File: config.mk
export PLATFORM = sky130hd
export DESIGN_NAME = ram_port_arbiter
export DESIGN_NICKNAME = d
export VERILOG_FILES = /design/src/rtl/ram_arb_pkg.sv /design/src/rtl/ram_arb_rr_pick.sv /design/src/rtl/ram_port_arbiter.sv
export SDC_FILE = /design/constraint.sdc
export NUM_CORES = 1
export LEC_CHECK = 0
export CAP_MARGIN = 5
export CORE_MARGIN = 3
export CORE_UTILIZATION = 37
export DETAILED_ROUTE_END_ITERATION = 12
export GPL_ROUTABILITY_DRIVEN = 0
export GPL_TIMING_DRIVEN = 0
export PLACE_DENSITY = 0.77
export SETUP_SLACK_MARGIN = 0.05
export SYNTH_ARGS = -nofsm -noshare
export SYNTH_HDL_FRONTEND = slang
export SYNTH_SLANG_ARGS = --single-unit
File: constraint.sdc
create_clock -name clk -period 1.7 [get_ports clk]
set_input_delay 0.255 -clock clk [delete_from_list [all_inputs] [get_ports clk]]
set_output_delay 0.255 -clock clk [all_outputs]
set_load 0.05 [all_outputs]
File: src/rtl/ram_arb_pkg.sv
// Shared types and constants for the two-port RAM arbiter.
// The optional statistics counters are enabled with the RAM_ARB_STATS_EN macro.
package ram_arb_pkg;

    typedef enum logic [1:0] {ARB_IDLE, ARB_ISSUE, ARB_RESP, ARB_DONE} arb_state_t;

    typedef logic arb_id_t;

    localparam int ARB_NPORTS     = 2;
    localparam int ARB_STAT_W     = 16;
    localparam int ARB_LOCK_CNT_W = 8;

    localparam logic [ARB_STAT_W-1:0] ARB_STAT_ONE = ARB_STAT_W'(1);

endpackage

File: src/rtl/ram_arb_rr_pick.sv
// Combinational owner selection: lock stickiness first, then round-robin.
module ram_arb_rr_pick
    import ram_arb_pkg::*;
(
    input  logic [ARB_NPORTS-1:0] req_i,
    input  arb_id_t               rr_ptr_i,
    input  arb_id_t               lock_owner_i,
    input  logic                  lock_active_i,
    output logic                  valid_o,
    output arb_id_t               winner_o
);

    always_comb begin
        valid_o  = 1'b0;
        winner_o = lock_owner_i;
        // A held lock blocks the other port even while the owner is silent.
        if (lock_active_i) begin
            valid_o = req_i[lock_owner_i];
        end else if (&req_i) begin
            valid_o  = 1'b1;
            winner_o = ~rr_ptr_i;
        end else if (req_i[1]) begin
            valid_o  = 1'b1;
            winner_o = 1'b1;
        end else if (req_i[0]) begin
            valid_o  = 1'b1;
            winner_o = 1'b0;
        end
    end

endmodule

File: src/rtl/ram_port_arbiter.sv
// Shares one single-ported RAM between CPU (port 0) and loader/DMA (port 1), one op in flight.
// Define RAM_ARB_STATS_EN to add saturating grant/wait counters.
module ram_port_arbiter
    import ram_arb_pkg::*;
#(
    parameter int ADDR_W   = 32,
    parameter int DATA_W   = 32,
    parameter int LOCK_MAX = 8
) (
    input  logic              clk,
    input  logic              reset_n,
    input  logic              m0_req,
    input  logic              m0_we,
    input  logic              m0_lock,
    input  logic [ADDR_W-1:0] m0_addr,
    input  logic [DATA_W-1:0] m0_wdata,
    output logic              m0_ack,
    output logic [DATA_W-1:0] m0_rdata,
    input  logic              m1_req,
    input  logic              m1_we,
    input  logic              m1_lock,
    input  logic [ADDR_W-1:0] m1_addr,
    input  logic [DATA_W-1:0] m1_wdata,
    output logic              m1_ack,
    output logic [DATA_W-1:0] m1_rdata,
    output logic [ADDR_W-1:0] phRamAddress,
    output logic [DATA_W-1:0] phRamWrite,
    output logic              phReadReq,
    output logic              phWriteReq,
    input  logic [DATA_W-1:0] phRamRead,
    output logic              grant_id,
`ifdef RAM_ARB_STATS_EN
    output logic [ARB_STAT_W-1:0] stat_grants0,
    output logic [ARB_STAT_W-1:0] stat_grants1,
    output logic [ARB_STAT_W-1:0] stat_wait1,
`endif
    output arb_state_t        dbg_state
);

    localparam logic [ARB_LOCK_CNT_W:0] LOCK_LIM = (ARB_LOCK_CNT_W+1)'(LOCK_MAX);

    arb_state_t                state_q, state_d;
    arb_id_t                   owner_q, owner_d;
    arb_id_t                   rr_q, rr_d;
    logic                      we_q, we_d;
    logic                      lk_q, lk_d;
    logic                      lock_act_q, lock_act_d;
    logic [ARB_LOCK_CNT_W-1:0] lock_cnt_q, lock_cnt_d;
    logic [ADDR_W-1:0]         addr_q, addr_d;
    logic [DATA_W-1:0]         wdata_q, wdata_d;
    logic [DATA_W-1:0]         rdata0_q, rdata0_d, rdata1_q, rdata1_d;
    logic                      rd_stb_q, rd_stb_d, wr_stb_q, wr_stb_d;
    logic                      ack0_q, ack0_d, ack1_q, ack1_d;
    logic                      pick_valid;
    arb_id_t                   pick_winner;

    ram_arb_rr_pick u_pick (
        .req_i         ({m1_req, m0_req}),
        .rr_ptr_i      (rr_q),
        .lock_owner_i  (owner_q),
        .lock_active_i (lock_act_q),
        .valid_o       (pick_valid),
        .winner_o      (pick_winner)
    );

    always_comb begin
        state_d    = state_q;
        owner_d    = owner_q;
        rr_d       = rr_q;
        we_d       = we_q;
        lk_d       = lk_q;
        lock_act_d = lock_act_q;
        lock_cnt_d = lock_cnt_q;
        addr_d     = addr_q;
        wdata_d    = wdata_q;
        rdata0_d   = rdata0_q;
        rdata1_d   = rdata1_q;
        rd_stb_d   = 1'b0;
        wr_stb_d   = 1'b0;
        ack0_d     = 1'b0;
        ack1_d     = 1'b0;
        unique case (state_q)
            ARB_IDLE: begin
                if (pick_valid) begin
                    state_d  = ARB_ISSUE;
                    owner_d  = pick_winner;
                    rr_d     = pick_winner;
                    we_d     = pick_winner ? m1_we    : m0_we;
                    lk_d     = pick_winner ? m1_lock  : m0_lock;
                    addr_d   = pick_winner ? m1_addr  : m0_addr;
                    wdata_d  = pick_winner ? m1_wdata : m0_wdata;
                    rd_stb_d = pick_winner ? ~m1_we   : ~m0_we;
                    wr_stb_d = pick_winner ? m1_we    : m0_we;
                end
            end
            ARB_ISSUE: state_d = ARB_RESP;
            ARB_RESP: begin
                state_d = ARB_DONE;
                if (!we_q) begin
                    if (owner_q) rdata1_d = phRamRead;
                    else         rdata0_d = phRamRead;
                end
                ack0_d = ~owner_q;
                ack1_d = owner_q;
            end
            ARB_DONE: begin
                state_d = ARB_IDLE;
                // lock_cnt_q counts completed ops in the current locked run.
                if (lk_q && (({1'b0, lock_cnt_q} + 1'b1) < LOCK_LIM)) begin
                    lock_act_d = 1'b1;
                    lock_cnt_d = lock_cnt_q + 1'b1;
                end else begin
                    lock_act_d = 1'b0;
                    lock_cnt_d = '0;
                end
            end
            default: state_d = ARB_IDLE;
        endcase
    end

    always_ff @(posedge clk or negedge reset_n) begin
        if (!reset_n) begin
            state_q    <= ARB_IDLE;
            owner_q    <= 1'b0;
            rr_q       <= 1'b1;
            we_q       <= 1'b0;
            lk_q       <= 1'b0;
            lock_act_q <= 1'b0;
            lock_cnt_q <= '0;
            addr_q     <= '0;
            wdata_q    <= '0;
            rdata0_q   <= '0;
            rdata1_q   <= '0;
            rd_stb_q   <= 1'b0;
            wr_stb_q   <= 1'b0;
            ack0_q     <= 1'b0;
            ack1_q     <= 1'b0;
        end else begin
            state_q    <= state_d;
            owner_q    <= owner_d;
            rr_q       <= rr_d;
            we_q       <= we_d;
            lk_q       <= lk_d;
            lock_act_q <= lock_act_d;
            lock_cnt_q <= lock_cnt_d;
            addr_q     <= addr_d;
            wdata_q    <= wdata_d;
            rdata0_q   <= rdata0_d;
            rdata1_q   <= rdata1_d;
            rd_stb_q   <= rd_stb_d;
            wr_stb_q   <= wr_stb_d;
            ack0_q     <= ack0_d;
            ack1_q     <= ack1_d;
        end
    end

    assign m0_ack       = ack0_q;
    assign m1_ack       = ack1_q;
    assign m0_rdata     = rdata0_q;
    assign m1_rdata     = rdata1_q;
    assign phRamAddress = addr_q;
    assign phRamWrite   = wdata_q;
    assign phReadReq    = rd_stb_q;
    assign phWriteReq   = wr_stb_q;
    assign grant_id     = owner_q;
    assign dbg_state    = state_q;

`ifdef RAM_ARB_STATS_EN
    logic [ARB_STAT_W-1:0] st_g0_q, st_g1_q, st_w1_q;
    logic                  wait1;

    // Port 1 is waiting whenever it requests and does not own an op in flight.
    assign wait1 = m1_req && !((state_q != ARB_IDLE) && owner_q);

    always_ff @(posedge clk or negedge reset_n) begin
        if (!reset_n) begin
            st_g0_q <= '0;
            st_g1_q <= '0;
            st_w1_q <= '0;
        end else begin
            if (ack0_q && (st_g0_q != '1)) st_g0_q <= st_g0_q + ARB_STAT_ONE;
            if (ack1_q && (st_g1_q != '1)) st_g1_q <= st_g1_q + ARB_STAT_ONE;
            if (wait1  && (st_w1_q != '1)) st_w1_q <= st_w1_q + ARB_STAT_ONE;
        end
    end

    assign stat_grants0 = st_g0_q;
    assign stat_grants1 = st_g1_q;
    assign stat_wait1   = st_w1_q;
`endif

endmodule

==> summary.md, run 1 <==
| Metric | Value |
|---|---|
| Drt initial violations | `113` |
| Number of antenna violations at the first check in global routing | `0` |
| HPWL Detailed | `13,310 µm` |
| Largest net degree at the start of global routing | `78` |
| Fin Clk Skew | `8.979 ps` |
| FP Rows | `47` |
| H-tree levels | `4` |
| Worst reg-to-reg path cell count | `7` |
| Synth area leaders | `dfrtp_1 58%, mux2_2 33%, mux2_1 2.0%, buf_2 1.1%, mux2i_1 0.95%` |
| Final Hold Violating Endpoints | `0` |
| CP endpoint kind | `flop` |
| Leakage power | `0.004789 µW` |
| Average size of a mapped cell | `15.36 µm²` |
| Placed Cells | `934` |
| Max-cap violations | `0` |
| Post-synth EDFFs | `0` |
| Total core area | `16,640 µm²` |
| Vias per inst | `4.783` |
| Area leader, netlist | `dfrtp_1` |
| Initial DRT Pass Iterations | `4` |
| Max incr delay on CP | `540 ps` |
| Reg2Reg Setup Slack | `-220 ps` |
| Root Buffer | `clkbuf_16` |
| Worst reg2reg path startpoint | `rr_q$_DFFE_PN1P_` |
| Most frequent CP cell | `buf_12` |
| DRC Markers | `0` |
| Worst path arrival time | `2210 ps` |
| Status | `finished, violations left` |
| Startpoint types | `flop` |
| Worst Path Required | `1990 ps` |
| Global-route wire length before repair | `27,090 µm` |
| CTS clock-pin slew for the worst setup and hold paths | `60 ps` |
| Initial core utilization | `37.94%` |
| Worst slack, placed | `-773.4 ps` |
| Slew headroom | `55.94%` |
| Setup violators final | `68` |
| Synth unique cells | `27` |
| Total CTS buffers | `17` |
| Violated checks | `setup timing` |
| Sink Count | `147` |
| Placed Area | `9836 µm²` |
| GRT Total Usage | `18.87%` |
| Yosys top cell area share | `57.86%` |
| Setup slack after layout | `-220.2 ps` |
| Vias in the first global route | `5,261` |
| PortBufs | `302` |
| Ys Warns | `0` |
| Worst-path fanout max | `9` |
| Slew @ Worst Pin | `660.9 ps` |
| Routed Antenna Nets | `0` |
| Total wire length | `17,630 µm` |
| Commonest non-fill, non-tap cell in the layout | `clkdlybuf4s50_1` |
| Antenna diode count | `0` |
| Die area | `18,670 µm²` |
| Final instance area | `10,640 µm²` |
| Synthesized area | `6315 µm²` |
| Sequential share of the synthesized area | `58.27%` |
| Synthesized flop and latch total | `147` |
| Setup TNS | `-10,950 ps` |
| Cell Count, Final, Fillers Out | `978` |
| RSZ-0062 raised after global routing | `yes` |
| Total number of vias | `4,678` |
| Grt total ovfl | `0` |
| Share of flip-flops with an asynchronous set or reset | `100.0%` |
| PwrDens | `2287 nW/µm²` |
| Synth Flop Type | `dfrtp_1` |
| Final #Nets | `917` |
| CTS tree | `built` |
| Area growth, synth to finish | `68.56%` |
| Critical path's slowest cell | `dfstp_2` |
| Avg WL per Cell | `18.03 µm` |
| I/O pins | `303` |
| Fmax | `0.5208 GHz` |
| Final core utilization | `63.96%` |
| Minimum clock period | `1920 ps` |
| Share of layout cells above drive strength 1 | `36.54%` |
| Clock Path Buffers | `2` |
| WS Path Type | `flop to flop` |
| Period utilization | `113.0%` |
| Most frequent cells in the layout | `166 x clkdlybuf4s50_1, 143 x dfrtp_1, 142 x mux2_2, 129 x dlygate4sd2_1, 50 x mux2_4` |
| Worst Hold Class | `input pin to async pin` |
| Crit path cell chain | `nand2_2, a32oi_4, buf_12, buf_12, buf_12, mux2_4, mux2_4` |
| Worst r2r dst | `phRamWrite[9]$_DFFE_PN0P_` |
| Die width | `136.6 µm` |
| Die height | `136.6 µm` |
| Peak supply drop | `0.001448 V` |
| Max Slew Vio Count | `0` |
| Clock Latency Late Sink | `420 ps` |
| Synth Net Count | `583` |
| Syn Inst Count | `411` |
[layout make-up]
cell class / instances / area, µm²
Buffer: 21 / 244.0
Clock buffer: 17 / 425.4
Clock inverter: 15 / 193.9
Fill cell: 1288 / 5998
Inverter: 7 / 26.28
Multi-Input combinational cell: 236 / 2760
Sequential cell: 147 / 3684
Tap cell: 220 / 275.3
Timing Repair Buffer: 315 / 3035
[synth_stat cells (2+ instances only)]
cell type  number
nand2_1         2
buf_2          14
clkbuf_1        2
o21ai_0         3
mux2_2        184
mux2i_1         6
buf_4           3
buf_1           2
ha_1            4
a32oi_1         2
and2_1          2
nand3_1         2
and3_1          2
inv_1           6
nor2b_1         7
nand2b_1        4
dfrtp_1       146
mux2_1         11
[state kept, by name, summed over array words and instances (netlist names)]
name and flops:
lock_cnt_q 8, we_q 1, dbg_state 2, lock_act_q 1, lk_q 1, m0_rdata 32
m0_ack 1, phWriteReq 1, grant_id 1, m1_ack 1, phRamWrite 32, rr_q 1
phRamAddress 32, phReadReq 1, m1_rdata 32
[where the power goes]
group	internal [µW]	total (µW)	switching (µW)
combinational	5480	14300	8820
clock	2350	3900	1550
sequential	5260	6150	889
total	13100	24300	11300
[logic make-up (layout without fill, tap and decap cells)]
logic type / Yosys count / in the layout / synth area share (%)
muxes: 201 / 201 / 35.72
DFF: 147 / 147 / 58.27
AOI/OAI and AO/OA: 8 / 8 / 0.8916
and+or+nand+nor: 23 / 23 / 2.199
adders and majority gates: 4 / 4 / 0.7926
buffers and inverters: 28 / 375 / 2.120
[per-layer routing]
metal  vias up  part of all wire, %  track usage [%]
li1       2158                    -                -
met1      2310                   37            20.09
met2       191                   52            33.87
met3        19                  9.4            7.537
met4         0                  1.8            6.383
met5         -                    0                0
[worst max-delay path, delay by kind of cell (launching register included)]
family	cells	cell delay, ps
multiplexers	2	560
flip-flops	1	540
buffers and inverters	3	430
AO/OA/AOI/OAI	1	200
AND/OR/NAND/NOR	1	70
[worst max-delay path by stage]
| stage | startpoint | to | slack [ps] | cells past startpoint |
|---|---|---|---|---|
| floorplan | grant_id$_DFFE_PN0P_ | phRamAddress[26]$_DFFE_PN0P_ | -100 | 5 |
| detailed placement | m1_req | phRamWrite[28]$_DFFE_PN0P_ | -770 | 5 |
| CTS | rr_q$_DFFE_PN1P_ | phRamWrite[9]$_DFFE_PN0P_ | -270 | 7 |
| finish | rr_q$_DFFE_PN1P_ | phRamWrite[9]$_DFFE_PN0P_ | -220 | 7 |
| global route | rr_q$_DFFE_PN1P_ | phRamWrite[9]$_DFFE_PN0P_ | -280 | 7 |
| global placement | reset_n | dbg_state[1]$_DFFE_PN0P_ | -5770 | 1 |
[metrics by stage]
stage / hold WS [ps] / power (µW)
CTS: 414.3 / 24580
detailed placement: 301.8 / 20900
global placement: 458.5 / 20590
floorplan: -40.59 / 15970
finish: 409.0 / 24350
global route: 457.9 / 25460
[repair_timing]
| action | 4_1_cts | 5_1_grt |
|---|---|---|
| hold buffers | 1 | 0 |
| buffers inserted | 9 | 2 |
| gates resized for setup | 184 | 16 |
| gates cloned | 2 | 1 |
| endpoints found under the hold margin | 69 | 0 |
| pin swaps | 2 | 1 |
| setup endpoints to repair | 222 | 123 |
(Power assumes the default switching activity.)
==> inputs of run 2 (changes only) <==
- CELL_PAD_IN_SITES_DETAIL_PLACEMENT: not set -> 1
- CELL_PAD_IN_SITES_GLOBAL_PLACEMENT: not set -> 1
- CORE_UTILIZATION: 37 -> 29
- GPL_TIMING_DRIVEN: 0 -> not set
- PLACE_DENSITY: 0.77 -> not set
- PLACE_DENSITY_LB_ADDON: not set -> 0.1
- SLEW_MARGIN: not set -> 30
==> run 2 against run 1 <==
- final cell count grew 5.6%
- fmax grew 0.81%
- critical path depth shrank 1
- highest routed layer unchanged
- total power grew 8.6%
- hold slack lost 150 ps
- register-to-register slack gained 20 ps
- first-iteration DRC count grew 0.88%
- critical path type unchanged
- via count grew 0.90%
- sequential share of layout area shrank 0.98 points
- the flow still finishes with violations (setup timing)
- largest cell class unchanged
==> summary.md, run 2 (synthesis results as in run 1) <==
| Metric | Value |
|---|---|
| Status | `finished, violations left` |
| Violated checks | `setup timing` |
| P_sw | `11,840 µW` |
| Register Area | `3684 µm²` |
| Routed Antenna Nets | `0` |
| Largest net degree at the start of global routing | `54` |
| Startpoint types | `flop` |
| Peak supply drop | `0.001092 V` |
| Die height | `153.6 µm` |
| GRT Total Usage | `17.41%` |
| FP Rows | `53` |
| Grt total ovfl | `0` |
| Global-route wire length before repair | `32,000 µm` |
| Multi-input gate area | `3033 µm²` |
| Initial core utilization | `29.76%` |
| Drt initial violations | `114` |
| I/O pins | `303` |
| Placed Cells | `984` |
| Final core utilization | `51.63%` |
| Minimum clock period | `1905 ps` |
| Clock Power Share | `15.6%` |
| Die width | `153.6 µm` |
| CP endpoint kind | `flop` |
| Reg2Reg Setup Slack | `-200 ps` |
| CTS clock-pin slew for the worst setup and hold paths | `70 ps` |
| Final Hold Violating Endpoints | `0` |
| Fmax | `0.5250 GHz` |
| Number of fill cells | `2,108` |
| Setup violators final | `68` |
| Cell Count, Final, Fillers Out | `1,033` |
| CTS tree | `built` |
| Vias per inst | `4.569` |
| WS Path Type | `flop to flop` |
| DRC Markers | `0` |
| Max-cap violations | `0` |
| Sink Count | `147` |
| Total CTS buffers | `17` |
| Worst-path fanout max | `17` |
| Sw Ratio | `44.78%` |
| Worst r2r dst | `phRamAddress[29]$_DFFE_PN0P_` |
| Pint | `14,610 µW` |
| Combinational power share | `60.8%` |
| Root Buffer | `clkbuf_16` |
| Worst Hold Class | `input pin to async pin` |
| Worst path arrival time | `2200 ps` |
| Most frequent cells in the layout | `166 x clkdlybuf4s50_1, 147 x buf_4, 143 x dfrtp_1, 126 x mux2_4, 68 x mux2_2` |
| Worst reg2reg path startpoint | `rr_q$_DFFE_PN1P_` |
| Fin Clk Skew | `9.693 ps` |
| Power Total | `26,450 µW` |
| Total number of vias | `4,720` |
| Worst reg-to-reg path cell count | `6` |
| RSZ-0062 raised after global routing | `yes` |
| Antenna diode count | `0` |
| Max Slew Vio Count | `0` |
| Slew headroom | `75.90%` |
| Slew @ Worst Pin | `361.5 ps` |
| Clock Path Buffers | `2` |
| Setup slack after layout | `-204.8 ps` |
| Total core area | `21,220 µm²` |
| Avg WL per Cell | `20.14 µm` |
| PwrDens | `2414 nW/µm²` |
| PortBufs | `302` |
| H-tree levels | `4` |
| Die area | `23,580 µm²` |
| HPWL Detailed | `14,080 µm` |
| Worst Path Required | `1990 ps` |
| Total wire length | `20,800 µm` |
| Vias in the first global route | `5,490` |
| Commonest non-fill, non-tap cell in the layout | `clkdlybuf4s50_1` |
| Area growth, synth to finish | `73.49%` |
| Register share of total power | `23.6%` |
| Number of antenna violations at the first check in global routing | `0` |
| Share of layout cells above drive strength 1 | `53.96%` |
| Final #Nets | `917` |
| Period utilization | `112.0%` |
| Leakage power | `0.005051 µW` |
| Hold_ws | `256.7 ps` |
| Clock Latency Late Sink | `420 ps` |
| Initial DRT Pass Iterations | `4` |
## run 2: changes by cell type in the layout (fill, tap and decap cells not counted), moves of 4 or more
| cell | delta |
|---|---|
| buf_12 | +4 |
| buf_4 | +132 |
| dlygate4sd2_1 | -129 |
| mux2_2 | -74 |
| mux2_4 | +76 |
## run 2: worst max path at each step
| stage | start | end | slack, ps | depth (start not counted) |
|---|---|---|---|---|
| after global routing | rr_q$_DFFE_PN1P_ | phRamAddress[24]$_DFFE_PN0P_ | -260 | 7 |
| final | rr_q$_DFFE_PN1P_ | phRamAddress[29]$_DFFE_PN0P_ | -200 | 6 |
| after CTS | rr_q$_DFFE_PN1P_ | phRamWrite[30]$_DFFE_PN0P_ | -260 | 7 |
| after detailed placement | m0_req | phRamWrite[18]$_DFFE_PN0P_ | -580 | 6 |
| after floorplan | grant_id$_DFFE_PN0P_ | phRamAddress[26]$_DFFE_PN0P_ | -100 | 5 |
| after global placement | m0_req | phRamWrite[14]$_DFFE_PN0P_ | -510 | 6 |
## run 2: area by class of cell
type | count | area share [%]
multi-input cells | 236 | 27.68
well taps | 275 | 3.141
clock buffers | 18 | 3.917
repair buffers | 336 | 29.39
inverters | 7 | 0.2398
flip-flops and latches | 147 | 33.62
clock inverters | 14 | 2.010
## run 2: critical path: stages, from the launching register on
cell     delay [ps]
dfstp_2         530
nand2_2          70
a32oi_4         210
buf_6           200
buf_12          190
mux2_4          320
mux2_4          260
## run 2: power by group through the flow
stage          clock, µW  combinational (µW)  sequential, µW
3_5_place_dp           0               14200            6260
4_1_cts             4250               15800            6240
6_report            4130               16100            6230
2_1_floorplan          0                4080           11900
3_3_place_gp           0               14000            6160
5_1_grt             4430               16800            6470
## run 2: through the flow
step / setup WS, ps / TNS [ps] / instance area [µm²]
floorplan: -104.6 / -6015 / 6509
global placement: -508.1 / -32230 / 9589
detailed placement: -575.5 / -35390 / 9589
CTS: -260.2 / -13740 / 10780
global route: -257.6 / -14850 / 10960
finish: -204.8 / -11050 / 10960
## run 2: layer usage
layer | global-route usage, % | share of wire (%)
met1 | 20.87 | 41
met2 | 29.66 | 50
met3 | 6.783 | 7.8
met4 | 4.079 | 1.0
met5 | 0 | 0
## run 2: timing repair
item                                    CTS  global route
endpoints found under the setup margin   70           102
gates resized for setup                  88            30
hold buffers                              1             0
pin swaps                                 2             2
setup buffers                             8             1
cloned                                    5             2
endpoints found under the hold margin    47             0
